## src/rtl/vc_pop_scheduler_pkg.sv

```systemverilog
// Shared types and defaults for the VC0/VC1 pop scheduler.
// State encoding matches the sched_state output.
package vc_pop_scheduler_pkg;

    typedef enum logic [1:0] {
        ST_INIT  = 2'd0,
        ST_IDLE  = 2'd1,
        ST_SERVE = 2'd2,
        ST_STALL = 2'd3
    } sched_state_e;

    localparam int WEIGHT_RST_DEF = 3;
    localparam int STALL_W        = 8;

endpackage

```

## src/rtl/vc_pop_scheduler_wrr_grant.sv

```systemverilog
// Weighted round-robin grant: VC0 wins while under its weight,
// or whenever VC1 is empty; VC1 takes the slot otherwise.
module vc_pop_scheduler_wrr_grant #(
    parameter int CNT_W    = 5,
    parameter int WEIGHT_W = 4
) (
    input  logic                can,
    input  logic [CNT_W-1:0]    eff0,
    input  logic [CNT_W-1:0]    eff1,
    input  logic [WEIGHT_W-1:0] burst,
    input  logic [WEIGHT_W-1:0] weight,
    output logic                g0,
    output logic                g1
);

    logic has0;
    logic has1;

    assign has0 = (eff0 != '0);
    assign has1 = (eff1 != '0);

    assign g0 = can && has0 && ((burst < weight) || !has1);
    assign g1 = can && has1 && !g0;

endmodule

```

## src/rtl/vc_pop_scheduler.sv

```systemverilog
// Registered pop generator for the VC0/VC1 FIFOs with pause
// throttling, a weighted round-robin and a stall counter.
module vc_pop_scheduler
    import vc_pop_scheduler_pkg::*;
#(
    parameter int CNT_W      = 5,
    parameter int WEIGHT_W   = 4,
    parameter int WEIGHT_RST = WEIGHT_RST_DEF
) (
    input  logic                clk,
    input  logic                reset_L,
    input  logic                init,
    input  logic [WEIGHT_W-1:0] weight_cfg,
    input  logic                pop_en,
    input  logic [CNT_W-1:0]    vc0_count,
    input  logic [CNT_W-1:0]    vc1_count,
    input  logic                pausa_d0,
    input  logic                pausa_d1,
    output logic                pop_vc0,
    output logic                pop_vc1,
    output logic [1:0]          sched_state,
    output logic [STALL_W-1:0]  stall_cnt
);

    sched_state_e        state;
    logic [WEIGHT_W-1:0] weight;
    logic [WEIGHT_W-1:0] burst;
    logic                pausa_q;
    logic [CNT_W-1:0]    eff0;
    logic [CNT_W-1:0]    eff1;
    logic                can;
    logic                pending;
    logic                g0;
    logic                g1;

    // Counts lag the registered pop by one cycle; clamp at zero.
    assign eff0 = (vc0_count == '0) ? '0 : vc0_count - CNT_W'(pop_vc0);
    assign eff1 = (vc1_count == '0) ? '0 : vc1_count - CNT_W'(pop_vc1);

    assign can     = pop_en && !pausa_q && (state != ST_INIT);
    assign pending = (eff0 != '0) || (eff1 != '0);

    assign sched_state = state;

    vc_pop_scheduler_wrr_grant #(
        .CNT_W    (CNT_W),
        .WEIGHT_W (WEIGHT_W)
    ) u_wrr_grant (
        .can    (can),
        .eff0   (eff0),
        .eff1   (eff1),
        .burst  (burst),
        .weight (weight),
        .g0     (g0),
        .g1     (g1)
    );

    always_ff @(posedge clk) begin
        if (!reset_L) begin
            state     <= ST_INIT;
            weight    <= WEIGHT_W'(WEIGHT_RST);
            burst     <= '0;
            pausa_q   <= 1'b0;
            pop_vc0   <= 1'b0;
            pop_vc1   <= 1'b0;
            stall_cnt <= '0;
        end else begin
            pausa_q <= pausa_d0 | pausa_d1;
            if (init) begin
                state   <= ST_INIT;
                weight  <= (weight_cfg == '0) ? WEIGHT_W'(1) : weight_cfg;
                burst   <= '0;
                pop_vc0 <= 1'b0;
                pop_vc1 <= 1'b0;
            end else begin
                pop_vc0 <= g0;
                pop_vc1 <= g1;
                if (g1 || (eff0 == '0)) begin
                    burst <= '0;
                end else if (g0 && (burst < weight)) begin
                    burst <= burst + WEIGHT_W'(1);
                end
                if (state == ST_INIT) begin
                    state <= ST_IDLE;
                end else if (!pending) begin
                    state <= ST_IDLE;
                end else if (pausa_q || !pop_en) begin
                    state <= ST_STALL;
                    if (stall_cnt != '1) begin
                        stall_cnt <= stall_cnt + STALL_W'(1);
                    end
                end else begin
                    state <= ST_SERVE;
                end
            end
        end
    end

endmodule

```

## config.mk

```make
export PLATFORM = sky130hd
export DESIGN_NAME = vc_pop_scheduler
export DESIGN_NICKNAME = d
export VERILOG_FILES = /design/src/rtl/vc_pop_scheduler_pkg.sv /design/src/rtl/vc_pop_scheduler_wrr_grant.sv /design/src/rtl/vc_pop_scheduler.sv
export SDC_FILE = /design/constraint.sdc
export NUM_CORES = 1
export LEC_CHECK = 0
export BUFFER_PORTS_ARGS = -buffer_cell sky130_fd_sc_hd__clkbuf_2
export CORE_MARGIN = 1
export CORE_UTILIZATION = 25
export CTS_CLUSTER_SIZE = 25
export DETAILED_ROUTE_END_ITERATION = 12
export PLACE_DENSITY = 0.43
export SLEW_MARGIN = 10
export SYNTH_ARGS = -nofsm -noshare
export SYNTH_HDL_FRONTEND = slang
export SYNTH_SLANG_ARGS = --single-unit
```

## constraint.sdc

```tcl
create_clock -name clk -period 3.78 [get_ports clk]
set_input_delay 0.567 -clock clk [delete_from_list [all_inputs] [get_ports clk]]
set_output_delay 0.567 -clock clk [all_outputs]
set_load 0.005 [all_outputs]
```

# --- Yosys cells after proc, flatten, opt, wreduce, memory -nomap -nowiden ---
# Index checks and enable logic that the tools add are counted.
word_totals:
  register_bits: 21
  latchBits: 0
  ramBits: 0
  romBits: 0
  mem_count: 0
classes:
  addsub: 4
  n_mul: 0
  n_div: 0
  magnitude_cmp: 1
  n_eq_ne: 1
  shifts: 0
  n_mux: 6
  bitwise_logic: 5
  n_reduce_logical: 27
op_table:
  columns: ["op", "count"]
  rows:
  - ["$logic_not A5 Y1", 3]
  - ["$mux W5", 2]
  - ["$reduce_bool A5 Y1", 2]
  - ["$sub A5 B1 Y5", 2]
  - ["$add A8 B1 Y8 const B", 1]
  - ["$ne A8 B8 Y1 const B", 1]
  - ["$logic_and A1 B1 Y1", 7]
  - ["$reduce_and A5 Y1", 1]
  - ["$add A4 B1 Y4 const B", 1]
  - ["$logic_not A1 Y1", 4]
  - ["$logic_not A4 Y1", 1]
  - ["$logic_or A1 B1 Y1", 4]
  - ["$lt A4 B4 Y1", 1]
  - ["$mux W4", 1]
  - ["$not A1 Y1", 4]
  - ["$reduce_or A4 Y1", 1]
  - ["$mux W1", 3]
  - ["$reduce_or A3 Y1", 1]
  - ["$logic_not A2 Y1", 1]
  - ["$reduce_bool A2 Y1", 1]
  - ["$reduce_or A2 Y1", 1]
  - ["$or A1 B1 Y1", 1]

# --- Logic depth before layout (Yosys ltp) ---
# Gate-level depths: netlist of the first run.
logic_depth:
  word_depth: 10
  mapped_depth: 9

# --- Modules after synthesis ---
# Synthesis of the first run repeated with hierarchy kept, for this count alone.
hier_totals:
  cells_unflattened: 173
  area_unflattened_um2: 1421.4
by_module_without_submodules:
  columns: ["module", "instances", "cells_per_inst", "area_each_um2", "seq_area_each_um2"]
  rows:
  - ["vc_pop_scheduler", 1, 154, 1286.2, 420.4]
  - ["vc_pop_scheduler_wrr_grant", 1, 19, 135.1, 0.0]

# --- Worst setup path after synthesis of the first run ---
# OpenSTA, ideal clock, no wires.
synth_timing:
  path_kind: "input -> register"
  startpoint: "input vc0_count[0]"
  endpoint: "register burst[3]"
  setup_ps: 66
  arrival_ps: 2223
  path_slack_ps: 1491
  cell_stages: 8
  path_cell_list: "inv_1 > ha_1 > ha_1 > xor2_1 > nor4_1 > a211o_4 > or4_4 > a21oi_2"
synth_between:
  elab_chain_cells: 9
  word_cells_on_any_way: 12
  cone_classes: "add/sub: 1; mux: 1; reduce/logical: 10"
synth_rtl:
  columns: ["item", "line_no", "source"]
  rows:
  - ["start, declared", "vc_pop_scheduler.sv:15", "input logic [CNT_W-1:0] vc0_count,"]
  - ["$sub A5 B1 Y5 or $logic_not A5 Y1 (tied branches)", "vc_pop_scheduler.sv:37", "assign eff0 = (vc0_count == '0) ? '0 : vc0_count - CNT_W'(pop_vc0);"]
  - ["$mux W5 (*)", "vc_pop_scheduler.sv:37", null]
  - ["$reduce_bool A5 Y1", "vc_pop_scheduler_wrr_grant.sv:19", "assign has0 = (eff0 != '0);"]
  - ["$logic_and A1 B1 Y1 (2 in a row)", "vc_pop_scheduler_wrr_grant.sv:22", "assign g0 = can && has0 && ((burst < weight) || !has1);"]
  - ["$logic_not A1 Y1", "vc_pop_scheduler_wrr_grant.sv:23", "assign g1 = can && has1 && !g0;"]
  - ["$logic_and A1 B1 Y1", "vc_pop_scheduler_wrr_grant.sv:23", null]
  - ["$logic_or A1 B1 Y1", "vc_pop_scheduler.sv:78", "if (g1 || (eff0 == '0)) begin"]
  - ["$reduce_or A3 Y1 (no line)", null, null]
  - ["end signal, assigned", "vc_pop_scheduler.sv:81", "burst <= burst + WEIGHT_W'(1);"]
  - ["end, declared", "vc_pop_scheduler.sv:27", "logic [WEIGHT_W-1:0] burst;"]
# Every way passes the cells marked *; elsewhere a longest branch is shown, timed or not.
# A chain may end at the register's enable or synchronous reset.

# --- Worst setup path in the final report of the first run ---
# Ends and elaborated chain as after synthesis.

==> flow_summary.yaml, run 1 <==
clocking:
  cts_tree: "yes"
  numCtsBuffers: 3
  clock_latency_ns: 0.26
  cts-root-buf: "clkbuf_8"
  max-clock-path-buffers: 2
  cts-hold-fix-buffers: 0
  htreeDepth: 1
  ctsResizeCount: 0
  post-cts-setup-buffers: 0
  clk_pin_slew_ns: 0.07
  cts.sinks: 21
logic_synthesis:
  synth-async-reset-ratio: 0
  ys_seq_area_frac: 0.319
  synth-compound-area-share: 0.187
  synth_fa_ha_area_frac: 0.0855
  synth-simple-area-share: 0.271
  syn_nets: 182
  synth_cell_types: 42
  synth_top_family_by_area: "simple AND/OR/NAND/NOR gates"
  postSynthCellCount: 153
  avgSynthCellArea_sq_um: 8.61
  synth_edf_count: 0
  netlist_area_sq_um: 1320
  ys_warn_count: 0
  synthMuxAreaShare: 0.0760
  synth_ff_type: "dfxtp_1"
  synth_xor_area_frac: 0.0133
  ys_ff_latch: 21
route:
  totalWireLength_mm: 2.86
  drc: 0
  first_iter_violations: 52
  vias: 1180
  ant_nets: 0
  wire_per_inst_microns: 11.3
  avgViaCountPerCell: 4.66
  firstDrtPassIters: 2
critical_path:
  path_max_fanout: 18
  slowest_stage: "or4_4"
  critPathMaxStageDelay_ns: 0.54
  path_cells: "clkbuf_2, inv_1, ha_1, ha_1, xor2_1, nor4_1, a211o_4, or4_4, a21oi_2"
  critPathMostFrequentCell: "ha_1"
  startpoint_type: "input pin"
  critPathKind: "input pin to register"
  cp-end-kind: "register"
  crit_arrival_ns: 2.49
  required_ns: 3.98
cells_and_area:
  syn_to_final_growth_pct: 19.8
  seqCellArea_sq_um: 420
  fin_cells: 253
  drive_gt1_frac: 0.240
  layout_commonest_cell: "clkbuf_2"
  design_area_sq_um: 1580
  multi_input_area_sq_um: 833
  antenna_cells: 0
  layout.nets: 213
  n_fill_cell: 570
  post-route-util: 0.311
  final_cell_mix: "31 x clkbuf_2, 21 x dfxtp_1, 18 x nand2_1"
sta:
  setup_violations: 0
  worstMarginPinSlew_ns: 0.575
  clock_skew_ns: 0.00274
  period_needed_ns: 2.29
  finalCritPeriodShare: 0.606
  finalHoldViolCount: 0
  finalSetupTns_ns: 0
  drv_slew: 0
  relSlewSlack: 0.614
  rsz0062_at_grt: "no"
  max_freq_ghz: 0.437
power_and_ir_drop:
  internal_power_uw: 327
  combPwrFrac: 0.138
  power.leakage_nw: 0.651
  seq_power_share: 0.525
  clockPowerShare: 0.338
  switching_power_uw: 112
  swShare: 0.255
  p_per_area_nw_per_um2: 278
  total_power_uw: 439
  peakVddDrop_mv: 0.120
floorplan:
  num_io_pins: 32
  core-area_sq_um: 5070
  rows: 26
  die_x_microns: 74.6
  initial_core_util: 0.260
  die_h_microns: 74.6
  die_area_sq_um: 5560
global_routing:
  use_met2: 0.192
  grt_pass1_vias: 1072
  antenna_found_initial: 0
  grt_usage: 0.106
  gr-total-overflow: 0
  grt-busiest-layer: "met2"
  use_met1: 0.124
  met3_usage: 0.0176
  grt_pass1_wl_mm: 4.53
  grt_max_degree: 23
place:
  gp_congestion: 0.742
  dpl.hpwl_mm: 2.27
  io_buffer_count: 31
  placed_area_sq_um: 1530
  dp_cells: 249
status:
  status: "finished clean"
worst_hold_path:
  hold_class: "register to register"
job:
  drv_cap: 0
metal layers:
layer / share of wire / up-vias / wire [microns]
met4: 0.0053 / 0 / 15
met1: 0.47 / 549 / 1330
met3: 0.024 / 2 / 69
li1: - / 613 / -
met2: 0.50 / 16 / 1440
met5: 0 / - / 0
kinds of logic (layout without fill, tap and decap cells):
family          after synthesis  count (layout)
xor+xnor                      2               2
compound gates               32              32
buf+inv                      15              45
mux                          10              10
flops                        21              21
simple gates                 64              64
fa+ha+maj                     9               9
area by class of cell:
cell class,instances,area share
tap,70,0.0555
timing repair buffer,31,0.0983
sequential,21,0.266
inverter,10,0.0238
multi-input combinational,117,0.528
clock buffer,4,0.0285
cell usage after synthesis, drive strengths merged, types with 3 or more instances:
| master | number | area, sq um |
|---|---|---|
| nor2b | 4 | 25.0 |
| a211oi | 4 | 30.0 |
| nor3 | 4 | 20.0 |
| and2 | 3 | 18.8 |
| mux2i | 10 | 100 |
| nand2 | 18 | 67.6 |
| inv | 10 | 37.5 |
| nand2b | 10 | 62.6 |
| o21ai | 5 | 25.0 |
| dfxtp | 21 | 420 |
| nor4 | 3 | 40.0 |
| nand3 | 4 | 20.0 |
| ha | 9 | 113 |
| nor2 | 7 | 26.3 |
| a21oi | 9 | 48.8 |
| clkbuf | 4 | 15.0 |
through the flow:
step                setup slack (ns)  hold WS (ns)
CTS                             1.49         0.494
global placement                1.30         0.475
detailed placement              1.23         0.475
floorplan                       1.49         0.445
global route                    1.39         0.507
finish                          1.49         0.485
critical path, delay by kind of cell:
kind | cells | cell delay, ns
AOI/OAI and AO/OA | 2 | 0.53
and+or+nand+nor | 2 | 0.63
adders and majority gates | 2 | 0.43
xor gates and xnor gates | 1 | 0.19
buffers and inverters | 2 | 0.14
sequential cells by signal, summed over array words and instances, names as in the netlist:
register     flops
pop_vc1          1
weight           4
burst            4
pausa_q          1
stall_cnt        8
sched_state      2
pop_vc0          1
final timing paths:
| check | start | cells after the start | slack [ns] | endpoint |
|---|---|---|---|---|
| max | vc0_count[0] | 9 | 1.49 | burst[3]$_SDFFE_PP0P_ |
| min | weight[0]$_SDFFE_PN1P_ | 2 | 0.49 | weight[0]$_SDFFE_PN1P_ |
| max reg2reg | pop_vc0$_SDFF_PP0_ | 7 | 1.60 | burst[3]$_SDFFE_PP0P_ |
| min reg2reg | weight[0]$_SDFFE_PN1P_ | 2 | 0.49 | weight[0]$_SDFFE_PN1P_ |
power groups by stage:
| stage | clock network, mW | logic, mW | registers [mW] |
|---|---|---|---|
| 2_1_floorplan | 0 | 0.0390 | 0.235 |
| 3_3_place_gp | 0 | 0.0583 | 0.235 |
| 3_5_place_dp | 0 | 0.0611 | 0.235 |
| 4_1_cts | 0.153 | 0.0613 | 0.230 |
| 5_1_grt | 0.163 | 0.0686 | 0.231 |
| 6_report | 0.148 | 0.0605 | 0.230 |
Power figures use the tool's default switching activity.
==> inputs of run 2 (changes only) <==
--- a/config.mk
+++ b/config.mk
@@ -10,7 +10,7 @@
 export CORE_UTILIZATION = 25
 export CTS_CLUSTER_SIZE = 25
 export DETAILED_ROUTE_END_ITERATION = 12
-export PLACE_DENSITY = 0.43
+export PLACE_DENSITY = 0.45
 export SLEW_MARGIN = 10
 export SYNTH_ARGS = -nofsm -noshare
 export SYNTH_HDL_FRONTEND = slang
==> constraint.sdc (replaced) <==
create_clock -name clk -period 2.1 [get_ports clk]
set_input_delay 0.315 -clock clk [delete_from_list [all_inputs] [get_ports clk]]
set_output_delay 0.315 -clock clk [all_outputs]
set_load 0.005 [all_outputs]
==> run 2 against run 1 <==
Clock-buffer cell count unchanged. Final cell count increased by 7.1%. Clock power increased by 84%. Power increased by 90%. Cell area increased by 17%. Register-to-register slack got worse by 1.5 ns. Critical path depth decreased by 1. Sequential power increased by 80%. Setup slack got worse by 1.4 ns. Critical endpoint is now burst[0]$_SDFFE_PP0P_.
==> flow_summary.yaml, run 2 (synthesis results as in run 1) <==
route:
  drc: 0
  totalWireLength_mm: 3.09
  vias: 1253
  firstDrtPassIters: 4
  wire_per_inst_microns: 11.4
  first_iter_violations: 19
  avgViaCountPerCell: 4.62
  ant_nets: 0
floorplan:
  core-area_sq_um: 5070
  rows: 26
  die_area_sq_um: 5560
  initial_core_util: 0.260
  die_h_microns: 74.6
  die_x_microns: 74.6
  num_io_pins: 32
sta:
  max_freq_ghz: 0.489
  whs_ns: 0.249
  worstMarginPinSlew_ns: 0.513
  setup_violations: 0
  drv_slew: 0
  relSlewSlack: 0.655
  finalHoldViolCount: 0
  finalCritPeriodShare: 0.973
  clock_skew_ns: 0.000899
  finalSetupTns_ns: 0
  period_needed_ns: 2.04
cells_and_area:
  largestRegisters: "stall_cnt: 8 flops, burst: 4 flops, weight: 4 flops"
  antenna_cells: 0
  n_fill_cell: 564
  post-route-util: 0.365
  syn_to_final_growth_pct: 40.5
  layout.nets: 231
  final_cell_mix: "31 x clkbuf_2, 20 x dfxtp_1, 18 x nand2_1"
  layout_commonest_cell: "clkbuf_2"
  drive_gt1_frac: 0.398
  largest_reg_flops: 8
  multi_input_area_sq_um: 972
  top_register: "stall_cnt"
  seqCellArea_sq_um: 422
global_routing:
  grt_pass1_wl_mm: 4.81
  grt_max_degree: 22
  antenna_found_initial: 0
  gr-total-overflow: 0
  grt_usage: 0.110
  grt_pass1_vias: 1120
job:
  drv_cap: 0
power_and_ir_drop:
  switching_power_uw: 222
  clockPowerShare: 0.326
  internal_power_uw: 612
  seq_power_share: 0.496
  swShare: 0.266
  peakVddDrop_mv: 0.188
  p_per_area_nw_per_um2: 451
  combPwrFrac: 0.178
  power.leakage_nw: 0.757
place:
  io_buffer_count: 31
  gp_congestion: 0.724
  dpl.hpwl_mm: 2.30
critical_path:
  critPathTopFamily: "compound AO/OA/AOI/OAI gates"
  reg2reg_depth: 8
  r2r_setup_slack_ns: 0.06
  cp-end-kind: "register"
  path_cells: "ha_2, ha_4, xor2_4, nor2_2, a211o_4, buf_4, or3_1, a21oi_2"
  path_buf_inv: 1
  r2r_start: "pop_vc0$_SDFF_PP0_"
  path_max_fanout: 6
  startpoint_type: "register"
  slowest_stage: "a211o_4"
  reg2reg_to: "burst[0]$_SDFFE_PP0P_"
  critPathMaxStageDelay_ns: 0.38
  crit_arrival_ns: 2.25
  required_ns: 2.30
  critPathKind: "register to register"
worst_hold_path:
  hold_class: "input pin to register"
  worstHoldStart: "pausa_d0"
  hold_path_end: "pausa_q$_SDFF_PN0_"
  min_path_cells: 2
clocking:
  clock_latency_ns: 0.26
  clk_pin_slew_ns: 0.08
  cts.sinks: 21
  cts-root-buf: "clkbuf_8"
  numCtsBuffers: 3
  htreeDepth: 1
  max-clock-path-buffers: 2
  cts_tree: "yes"
status:
  status: "finished clean"
## run 2: layout make-up
class	count	share of cell area
tap	70	0.0473
inverter	10	0.0203
multi-input combinational	118	0.525
sequential	21	0.228
clock buffer	4	0.0243
timing repair buffer	48	0.155
## run 2: how the worst max path moves through the flow
stage / to / from / slack [ns] / depth (start not counted)
after CTS: burst[3]$_SDFFE_PP0P_ / pop_vc0$_SDFF_PP0_ / 0.01 / 7
after global routing: burst[0]$_SDFFE_PP0P_ / pop_vc0$_SDFF_PP0_ / -0.001 / 8
after floorplan: burst[3]$_SDFFE_PP0P_ / vc0_count[0] / 0.06 / 8
final: burst[0]$_SDFFE_PP0P_ / pop_vc0$_SDFF_PP0_ / 0.06 / 8
after detailed placement: burst[3]$_SDFFE_PP0P_ / vc0_count[0] / -0.12 / 9
after global placement: stall_cnt[5]$_SDFFE_PN0P_ / vc0_count[0] / -0.09 / 10
## run 2: power by group through the flow
stage | Combinational, mW | Clock (mW) | Sequential (mW)
6_report | 0.149 | 0.272 | 0.413
5_1_grt | 0.167 | 0.302 | 0.415
4_1_cts | 0.128 | 0.286 | 0.413
3_5_place_dp | 0.128 | 0 | 0.423
3_3_place_gp | 0.127 | 0 | 0.423
2_1_floorplan | 0.0703 | 0 | 0.423
## run 2: stage by stage
step | instances | total power, mW | instance area [sq um] | setup slack [ns]
3_3_place_gp | 264 | 0.550 | 1650 | -0.0905
3_5_place_dp | 264 | 0.550 | 1650 | -0.123
5_1_grt | 271 | 0.883 | 1850 | -0.00128
6_report | 271 | 0.834 | 1850 | 0.0557
2_1_floorplan | 153 | 0.493 | 1320 | 0.0631
4_1_cts | 268 | 0.828 | 1690 | 0.0132
## run 2: metal layers
metal,share of wire,global-route usage,wire (microns)
met1,0.49,0.140,1500
met2,0.48,0.191,1480
met3,0.030,0.0244,94
met4,0.0032,0.0231,10
met5,0,0,0
## run 2: what timing repair did
action | CTS | global route
setup endpoints to repair | 0 | 11
gates resized for setup | 0 | 24
hold buffers | 0 | 0
buffers inserted | 0 | 2
==> inputs of run 3 (changes only) <==
--- a/config.mk
+++ b/config.mk
@@ -5,12 +5,12 @@
 export SDC_FILE = /design/constraint.sdc
 export NUM_CORES = 1
 export LEC_CHECK = 0
-export BUFFER_PORTS_ARGS = -buffer_cell sky130_fd_sc_hd__clkbuf_2
 export CORE_MARGIN = 1
 export CORE_UTILIZATION = 25
 export CTS_CLUSTER_SIZE = 25
 export DETAILED_ROUTE_END_ITERATION = 12
-export PLACE_DENSITY = 0.45
+export DONT_BUFFER_PORTS = 1
+export PLACE_DENSITY = 0.4
 export SLEW_MARGIN = 10
 export SYNTH_ARGS = -nofsm -noshare
 export SYNTH_HDL_FRONTEND = slang
==> run 3 against run 2 <==
Non-clock buffer count decreased by 39. Global-route usage increased by 0.34 points. Core utilization down 5.2 points. Critical path type unchanged. Largest cell class unchanged.
==> flow_summary.yaml, run 3 (synthesis results as in run 1) <==
critical_path:
  slowest_stage: "or4_4"
  reg2reg_to: "burst[3]$_SDFFE_PP0P_"
  required_ns: 2.31
  path_cells: "ha_2, ha_4, xor2_4, nor2_2, a211o_4, or4_4, a21oi_2"
  critPathMaxStageDelay_ns: 0.52
  crit_end: "burst[3]$_SDFFE_PP0P_"
  startpoint_type: "register"
  crit_arrival_ns: 2.25
  cp-end-kind: "register"
  r2r_start: "pop_vc0$_SDFF_PP0_"
  path_max_fanout: 7
  critPathKind: "register to register"
  crit_start: "pop_vc0$_SDFF_PP0_"
  r2r_setup_slack_ns: 0.06
  reg2reg_depth: 7
clocking:
  numCtsBuffers: 3
  cts-root-buf: "clkbuf_8"
  cts.sinks: 21
  cts_tree: "yes"
  clock_latency_ns: 0.27
  htreeDepth: 1
  max-clock-path-buffers: 2
  clk_pin_slew_ns: 0.08
global_routing:
  grt_pass1_vias: 1148
  grt_usage: 0.114
  grt_max_degree: 23
  gr-total-overflow: 0
  antenna_found_initial: 0
  grt_pass1_wl_mm: 4.91
sta:
  relSlewSlack: 0.715
  rsz0062_at_grt: "yes"
  setup_violations: 0
  finalHoldViolCount: 0
  fin_ws_ns: 0.0602
  worstMarginPinSlew_ns: 0.424
  clock_skew_ns: 0.00324
  finalCritPeriodShare: 0.971
  period_needed_ns: 2.04
  max_freq_ghz: 0.490
  drv_slew: 0
  whs_ns: 0.118
power_and_ir_drop:
  clockPowerShare: 0.350
  switching_power_uw: 197
  combPwrFrac: 0.120
  power.leakage_nw: 0.567
  swShare: 0.251
  seq_power_share: 0.530
  internal_power_uw: 586
  peakVddDrop_mv: 0.190
  p_per_area_nw_per_um2: 493
floorplan:
  initial_core_util: 0.260
  rows: 26
  die_h_microns: 74.6
  num_io_pins: 32
  core-area_sq_um: 5070
  die_area_sq_um: 5560
  die_x_microns: 74.6
cells_and_area:
  fin_cells: 231
  antenna_cells: 0
  drive_gt1_frac: 0.248
  layout_commonest_cell: "dfxtp_1"
  largest_reg_flops: 8
  post-route-util: 0.313
  final_cell_mix: "20 x dfxtp_1, 18 x nand2_1, 10 x inv_1, 10 x nand2b_1, 10 x mux2i_1"
  top_register: "stall_cnt"
  largestRegisters: "stall_cnt: 8 flops, burst: 4 flops, weight: 4 flops"
  layout.nets: 191
  syn_to_final_growth_pct: 20.5
place:
  dpl.hpwl_mm: 2.22
  gp_congestion: 0.716
  dp_slack_ns: -0.0842
  io_buffer_count: 0
  dp_cells: 224
route:
  ant_nets: 0
  drc: 0
  wire_per_inst_microns: 13.3
  totalWireLength_mm: 3.07
  avgViaCountPerCell: 4.81
  vias: 1112
  firstDrtPassIters: 4
  first_iter_violations: 64
job:
  drv_cap: 0
worst_hold_path:
  hold_class: "input pin to register"
status:
  status: "finished clean"
==> run 3: critical path, delay by kind of cell, from the launching register on <==
kind / cells / cell delay, ns
AOI/OAI and AO/OA: 2 / 0.51
xor gates and xnor gates: 1 / 0.19
adders and majority gates: 2 / 0.38
DFF: 1 / 0.33
and+or+nand+nor: 2 / 0.57
==> run 3: how the worst min path moves through the flow <==
stage          startpoint                     end  slack, ns  cells past startpoint
3_3_place_gp      reset_L  weight[0]$_SDFFE_PN1P_       0.38                      1
4_1_cts           reset_L  weight[0]$_SDFFE_PN1P_       0.11                      1
6_report          reset_L  weight[0]$_SDFFE_PN1P_       0.12                      1
5_1_grt           reset_L  weight[0]$_SDFFE_PN1P_       0.12                      1
3_5_place_dp      reset_L  weight[0]$_SDFFE_PN1P_       0.39                      1
2_1_floorplan    pausa_d0      pausa_q$_SDFF_PN0_       0.43                      1
==> run 3: cell type report <==
| class | count | area (sq um) |
|---|---|---|
| flip-flops and latches | 21 | 422 |
| fillers | 572 | 3490 |
| repair buffers | 9 | 67.6 |
| multi-input cells | 117 | 928 |
| inverters | 10 | 37.5 |
| clock buffers | 4 | 45.0 |
| well taps | 70 | 87.6 |
==> run 3: metal layers <==
layer,vias up,wire length [microns],GRT usage
met2,27,1450,0.192
met1,513,1370,0.139
met3,5,195,0.0271
met5,-,0,0
li1,567,-,-
met4,0,49,0.0440
==> run 3: stage by stage <==
stage	total power, mW	cell area (sq um)	TNS (ns)
2_1_floorplan	0.493	1320	0
3_3_place_gp	0.501	1420	-0.0386
3_5_place_dp	0.504	1420	-0.375
4_1_cts	0.779	1490	-0.00627
5_1_grt	0.821	1590	-0.114
6_report	0.783	1590	0
==> run 3: power groups by stage <==
stage / clock (mW) / combinational [mW] / sequential, mW
floorplan: 0 / 0.0703 / 0.423
global placement: 0 / 0.0763 / 0.424
detailed placement: 0 / 0.0790 / 0.425
CTS: 0.282 / 0.0817 / 0.415
global route: 0.296 / 0.107 / 0.417
finish: 0.274 / 0.0937 / 0.415
==> run 3: timing repair <==
item	4_1_cts	5_1_grt
endpoints found under the setup margin	5	14
gates resized for setup	5	18
pin swaps	0	10
hold endpoints to repair	0	0
hold buffers	0	0
buffers inserted	0	3
